## src/rtl/fpga_robots_game_uart_rx.sv

```systemverilog
// fpga_robots_game_uart_rx: 8N1 serial receiver, 8x oversampled on the baud8
// tick train, delivering bytes through a one-byte holding register with a
// valid/ready handshake and one-clk framing-error / overrun pulses.
`timescale 1ns/1ps
module fpga_robots_game_uart_rx #(
    parameter int unsigned SYNC_STAGES = 2
) (
    input  logic       clk,
    input  logic       rst_n,
    input  logic       baud8,
    input  logic       rx,
    output logic [7:0] rx_data,
    output logic       rx_valid,
    input  logic       rx_ready,
    output logic       rx_ferr,
    output logic       rx_overrun,
    output logic       rx_busy
);

    typedef enum logic [2:0] {
        StIdle,
        StStart,
        StData,
        StStop,
        StRecover
    } state_e;

    state_e                 state_q, state_d;
    logic [SYNC_STAGES-1:0] sync_q;
    logic                   rxs;
    logic [2:0]             tc_q, tc_d;
    logic [2:0]             bc_q, bc_d;
    logic [7:0]             shift_q, shift_d;
    logic                   frame_good;
    logic                   frame_bad;
    logic                   consume;

    assign rxs     = sync_q[SYNC_STAGES-1];
    assign consume = rx_valid & rx_ready;
    assign rx_busy = (state_q != StIdle);

    // Input synchronizer; resets to the idle-high level so reset never looks like a start bit.
    always_ff @(posedge clk or negedge rst_n) begin
        if (!rst_n) begin
            sync_q <= '1;
        end else begin
            sync_q <= {sync_q[SYNC_STAGES-2:0], rx};
        end
    end

    // Frame FSM and datapath registers.
    always_ff @(posedge clk or negedge rst_n) begin
        if (!rst_n) begin
            state_q <= StIdle;
            tc_q    <= '0;
            bc_q    <= '0;
            shift_q <= '0;
        end else begin
            state_q <= state_d;
            tc_q    <= tc_d;
            bc_q    <= bc_d;
            shift_q <= shift_d;
        end
    end

    // Next-state logic; everything except the holding register moves only on a tick.
    always_comb begin
        state_d    = state_q;
        tc_d       = tc_q;
        bc_d       = bc_q;
        shift_d    = shift_q;
        frame_good = 1'b0;
        frame_bad  = 1'b0;
        if (baud8) begin
            unique case (state_q)
                StIdle: begin
                    if (!rxs) begin
                        state_d = StStart;
                        tc_d    = 3'd0;
                    end
                end
                StStart: begin
                    tc_d = tc_q + 3'd1;
                    if (tc_q == 3'd3) begin
                        // Line back high at mid start bit: treat as a glitch.
                        if (rxs) begin
                            state_d = StIdle;
                        end else begin
                            state_d = StData;
                            tc_d    = 3'd0;
                            bc_d    = 3'd0;
                        end
                    end
                end
                StData: begin
                    tc_d = tc_q + 3'd1;
                    if (tc_q == 3'd7) begin
                        shift_d = {rxs, shift_q[7:1]};
                        bc_d    = bc_q + 3'd1;
                        if (bc_q == 3'd7) begin
                            state_d = StStop;
                            tc_d    = 3'd0;
                        end
                    end
                end
                StStop: begin
                    tc_d = tc_q + 3'd1;
                    if (tc_q == 3'd7) begin
                        if (rxs) begin
                            frame_good = 1'b1;
                            state_d    = StIdle;
                        end else begin
                            frame_bad = 1'b1;
                            state_d   = StRecover;
                        end
                    end
                end
                StRecover: begin
                    // Wait for the line to go idle so a break cannot re-trigger a start.
                    if (rxs) begin
                        state_d = StIdle;
                    end
                end
                default: begin
                    state_d = StIdle;
                end
            endcase
        end
    end

    // Holding register, handshake and registered error pulses.
    always_ff @(posedge clk or negedge rst_n) begin
        if (!rst_n) begin
            rx_data    <= '0;
            rx_valid   <= 1'b0;
            rx_ferr    <= 1'b0;
            rx_overrun <= 1'b0;
        end else begin
            rx_ferr    <= frame_bad;
            rx_overrun <= frame_good & rx_valid & ~rx_ready;
            if (frame_good && (!rx_valid || consume)) begin
                rx_data  <= shift_q;
                rx_valid <= 1'b1;
            end else if (consume) begin
                rx_valid <= 1'b0;
            end
        end
    end

endmodule
```

## config.mk

```make
export PLATFORM = sky130hd
export DESIGN_NAME = fpga_robots_game_uart_rx
export DESIGN_NICKNAME = d
export VERILOG_FILES = /design/src/rtl/fpga_robots_game_uart_rx.sv
export SDC_FILE = /design/constraint.sdc
export NUM_CORES = 1
export LEC_CHECK = 0
export CAP_MARGIN = 10
export CORE_MARGIN = 2
export CORE_UTILIZATION = 45
export DETAILED_ROUTE_END_ITERATION = 7
export MAX_ROUTING_LAYER = met4
export PLACE_DENSITY_LB_ADDON = 0.2
export SLEW_MARGIN = 20
export SYNTH_ARGS = -nofsm -noshare
export SYNTH_HDL_FRONTEND = slang
export SYNTH_SLANG_ARGS = --single-unit
```

## constraint.sdc

```tcl
create_clock -name clk -period 2.47 [get_ports clk]
set_clock_uncertainty 0.2 [all_clocks]
set_input_delay 0.494 -clock clk [delete_from_list [all_inputs] [get_ports clk]]
set_output_delay 0.494 -clock clk [all_outputs]
set_load 0.01 [all_outputs]
```

==> metrics, run 1 <==
status finished clean; Crit Path Class register to output port; Worst R2R End bc_q[0]$_DFFE_PN0P_; Power Density 779 nW/um^2; Core Region 2780 sq um; antenna-violating nets left 0; 1st-iter DRT viols 20; Crit Path Max Fanout 7; Worst EP arrival 1640 ps; vias in the first global route 902; hold path start sync_q[0]$_DFF_PN1_; CTS buffer count 5; Bufs on Longest Clock Path 2; RSZ-0062 raised after global routing false; Die H 58.4 um; synthesized flop and latch total 30; initial core utilization 47.8%; Core Rows 19; ys async rst share 100%; cells on worst reg2reg path 7; routed length per instance 14.6 um; Cells after DPL 150; Critical Path Sink rx_busy; grt total ovfl 0; area occupied by multi-input gates 544 sq um; DRC viols 0; final WL 2310 um; Die X-Extent 58.4 um; Worst R2R Setup Slack 400 ps; dpl hpwl 1570 um; Top FF cell, synth dfrtp_1; register area 753 sq um; Clock Root Buffer clkbuf_4; Ant. Diodes 0; WP data required 1780 ps; post-synth cell types 29; Leak 0.760 nW; Slew @ Worst Pin 373 ps; fin crit share 94.4%; number of port buffers 16; # hold bufs at CTS 0; nets@finish 137; antenna violations before repair 0; first-pass GRT wire length 4060 um; count of final setup violators 0; Tot GR Track Use 17.0%; Post-Synthesis Cells 103; Post-Synthesis Net Count 114; register area share after synthesis 56.6%; Cell Area, Synth 1330 sq um; Final Hold Fails 0; CTS tree built; worst hold-check path type register to register; achievable frequency 429 MHz; number of flops mapped to enable cells by yosys 0; crit end category output port; layout cells sized above 1 28.3%; H-tree depth 2; CP Launch Type register; via/cell ratio 5.30; most frequent cells in the layout dfrtp_1, mux2_2, clkdlybuf4s50_1; DIE AREA 3410 sq um; Layout area overhead 21.5%; relative slew slack 75.2%; worst flop-to-flop path startpoint tc_q[0]$_DFFE_PN0P_; CP startpoint state_q[0]$_DFFE_PN0P_; clk_lat worst skew 330 ps; Peak VDD IR 0.000525 V; drt pass-1 iters 4; Mapped Avg Cell Area 12.9 sq um; Fillers 225; GP Congestion 0.818; Post-Route Setup TNS 0 ps; commonest non-fill, non-tap cell in the layout dfrtp_1; minimum clock period 2330 ps; largest net degree at the start of global routing 31; Yosys warning count 0; clock sinks 30; io pins 17; Max Cap Violations 0; fin cells 158; Worst-path clk slew 100 ps; Slew Limit Fails 0; vias 837
==> worst min path at each step <==
stage	to	slack [ps]	cells past startpoint
floorplan	bc_q[0]$_DFFE_PN0P_	-2	0
global placement	sync_q[1]$_DFF_PN1_	150	0
detailed placement	sync_q[1]$_DFF_PN1_	150	0
CTS	sync_q[1]$_DFF_PN1_	170	0
global route	sync_q[1]$_DFF_PN1_	170	0
finish	sync_q[1]$_DFF_PN1_	170	0
==> cell type report <==
class                           count  area share (%)
Clock inverter                      2            2.32
Tap cell                           31            2.40
Sequential cell                    30            46.6
Timing Repair Buffer               18            10.8
Inverter                            7            1.63
Clock buffer                        6            2.55
Multi-Input combinational cell     64            33.7
==> state kept, by name, summed over array words and instances (netlist names) <==
signal      count
rx_data         8
shift_q         8
bc_q            3
state_q         3
tc_q            3
sync_q          2
rx_ferr         1
rx_overrun      1
rx_valid        1
==> per-stage QoR <==
step           setup WS [ps]  power [W]  hold WS, ps  instance area [sq um]  util [%]
6_report                 139    0.00126          165                   1620      58.1
5_1_grt                 70.1    0.00134          172                   1620      58.1
4_1_cts                 35.4    0.00127          169                   1610      58.0
3_5_place_dp             242   0.000876          155                   1540      55.2
3_3_place_gp             278   0.000872          146                   1540      55.2
2_1_floorplan            540   0.000797        -1.59                   1330         -
==> synthesized netlist by cell type, types with 2 or more instances <==
library cell   n  share of area [%]
a21oi_1        6                2.3
a22o_1         2                1.3
dfrtp_1       28                 53
dfstp_2        2                4.0
ha_1           6                5.6
inv_1          6                1.7
mux2_2        18                 15
nand2_1        4                1.1
nand2b_1       3                1.4
nor2_1         5                1.4
nor3_1         2               0.75
o21ai_0        4                1.5
==> kinds of logic after synthesis <==
family                     count (synthesis)  share of synthesized area [%]
buffers and inverters                      9                           2.63
adders and majority gates                  6                           5.64
muxes                                     19                           16.0
DFF                                       30                           56.6
and+or+nand+nor                           22                           10.9
AOI/OAI and AO/OA                         17                           8.19
==> metal layers <==
layer,track usage [%],vias to the layer above,wire (um)
met5,-,-,0
met4,6.98,0,19
met3,6.59,2,75
met2,26.3,10,1190
met1,19.9,417,1030
li1,-,408,-
==> worst max-delay path: stages (launching register included) <==
cell	delay, ps
dfrtp_1	500
nor2_2	250
nand2_1	80
clkdlybuf4s50_1	480
==> power breakdown <==
part / internal, W / total [W] / switching, W
registers: 0.000544 / 0.000606 / 0.0000617
clock network: 0.000213 / 0.000388 / 0.000174
logic: 0.000133 / 0.000266 / 0.000133
total: 0.000890 / 0.00126 / 0.000369
==> repair_timing <==
item | CTS | global route
endpoints found under the setup margin | 0 | 1
setup buffers | 0 | 0
hold endpoints to repair | 0 | 0
resized for setup | 0 | 1
(Power assumes the default switching activity.)
==> inputs of run 2 (changes only) <==
--- a/config.mk
+++ b/config.mk
@@ -6,8 +6,8 @@
 export NUM_CORES = 1
 export LEC_CHECK = 0
 export CAP_MARGIN = 10
-export CORE_MARGIN = 2
 export CORE_UTILIZATION = 45
+export CTS_CLUSTER_SIZE = 40
 export DETAILED_ROUTE_END_ITERATION = 7
 export MAX_ROUTING_LAYER = met4
 export PLACE_DENSITY_LB_ADDON = 0.2
==> metrics, run 2 (synthesis gave the netlist of run 1 again) <==
drt pass-1 iters 3; crit path buf inv count 1; io pins 17; Worst R2R Setup Slack 450 ps; routed length per instance 13.9 um; clk_lat worst skew 330 ps; Final Hold Fails 0; clock sinks 30; Slowest cell on crit path dfrtp_1; # hold bufs at CTS 0; RSZ-0062 raised after global routing false; Post-CTS Repair Setup Buffers 0; DIE AREA 3180 sq um; minimum clock period 2300 ps; first-pass GRT wire length 3860 um; Crit Path Max Fanout 7; Max Cap Violations 0; Core Rows 19; Core Region 2780 sq um; 1st-iter DRT viols 14; achievable frequency 435 MHz; Worst EP arrival 1600 ps; Leak 0.755 nW; Tot GR Track Use 17.2%; Post-Route Setup TNS 0 ps; Slew Limit Fails 0; Cells after DPL 150; Crit Path Class register to output port; Ant. Diodes 0; Clock Root Buffer clkbuf_4; Die X-Extent 56.4 um; Bufs on Longest Clock Path 2; worst hold path depth 0; antenna violations before repair 0; DRC viols 0; number of port buffers 16; CP Launch Type register; commonest non-fill, non-tap cell in the layout dfrtp_1; Power Density 740 nW/um^2; Peak VDD IR 0.000549 V; crit-path leading delay family flip-flops; vias 869; antenna-violating nets left 0; largest registers rx_data: 8 flops, shift_q: 8 flops; H-tree depth 2; largest net degree at the start of global routing 31; cells on worst reg2reg path 6; most frequent cells in the layout dfrtp_1, mux2_2, clkdlybuf4s50_1; Worst-path clk slew 100 ps; Die H 56.4 um; nets@finish 137; initial core utilization 47.8%; fin cells 158; Layout area overhead 20.4%; CP Cell Sequence nor2_2 -> nand2_1 -> clkdlybuf4s50_1; CTS tree built; relative slew slack 75.8%; vias in the first global route 890; CTS buffer count 5; via/cell ratio 5.50; grt total ovfl 0; fin crit share 93.0%; count of final setup violators 0; GP Congestion 0.827; slowest stage delay, CP 480 ps; number of gates resized after cts 0; Worst path depth 3; crit end category output port; status finished clean; final WL 2200 um; WP data required 1780 ps; dpl hpwl 1550 um; Util after Layout 57.6%; worst hold-check path type register to register; Slew @ Worst Pin 364 ps; layout cells sized above 1 29.1%
run 2: through the flow:
stage | area, sq um | hold WS [ps] | total power, W | setup slack (ps)
global route | 1600 | 173 | 0.00127 | 58.2
detailed placement | 1540 | 152 | 0.000879 | 242
floorplan | 1330 | -1.59 | 0.000797 | 540
CTS | 1600 | 167 | 0.00120 | 73.6
finish | 1600 | 169 | 0.00118 | 173
global placement | 1540 | 146 | 0.000871 | 272
run 2: layout make-up:
cell class                 instances  area [sq um]
timing repair buffer              18           175
multi-input combinational         64           544
clock inverter                     2          12.5
fill                             242          1180
sequential                        30           753
clock buffer                       6          51.3
inverter                           7          26.3
tap                               31          38.8
run 2: path summary, 6_finish.rpt:
path | start | endpoint
worst max-delay path | state_q[0]$_DFFE_PN0P_ | rx_busy
worst min-delay path | sync_q[0]$_DFF_PN1_ | sync_q[1]$_DFF_PN1_
worst max register to register | tc_q[0]$_DFFE_PN0P_ | rx_data[5]$_DFFE_PN0P_
worst min register to register | sync_q[0]$_DFF_PN1_ | sync_q[1]$_DFF_PN1_
max in group asynchronous | rst_n | sync_q[0]$_DFF_PN1_
min in group asynchronous | rst_n | state_q[2]$_DFFE_PN0P_
run 2: power breakdown:
group	switching [W]	total (W)	internal, W
Sequential	0.0000614	0.000605	0.000544
Combinational	0.000133	0.000267	0.000134
Clock	0.000176	0.000312	0.000137
Total	0.000370	0.00118	0.000814
run 2: layer usage:
layer  vias to the layer above  global-route usage [%]  part of all wire, %
met1                       441                    18.9                   44
met2                        11                    27.9                   51
met4                         0                    10.5                  2.6
li1                        410                       -                    -
met5                         -                       -                    0
met3                         7                    4.84                  2.8
==> inputs of run 3 (changes only) <==
--- a/config.mk
+++ b/config.mk
@@ -7,7 +7,7 @@
 export LEC_CHECK = 0
 export CAP_MARGIN = 10
 export CORE_UTILIZATION = 45
-export CTS_CLUSTER_SIZE = 40
+export CTS_CLUSTER_SIZE = 20
 export DETAILED_ROUTE_END_ITERATION = 7
 export MAX_ROUTING_LAYER = met4
 export PLACE_DENSITY_LB_ADDON = 0.2
==> results of run 3 <==
No change in the layout: final DEF, timing and power equal those of run 2.
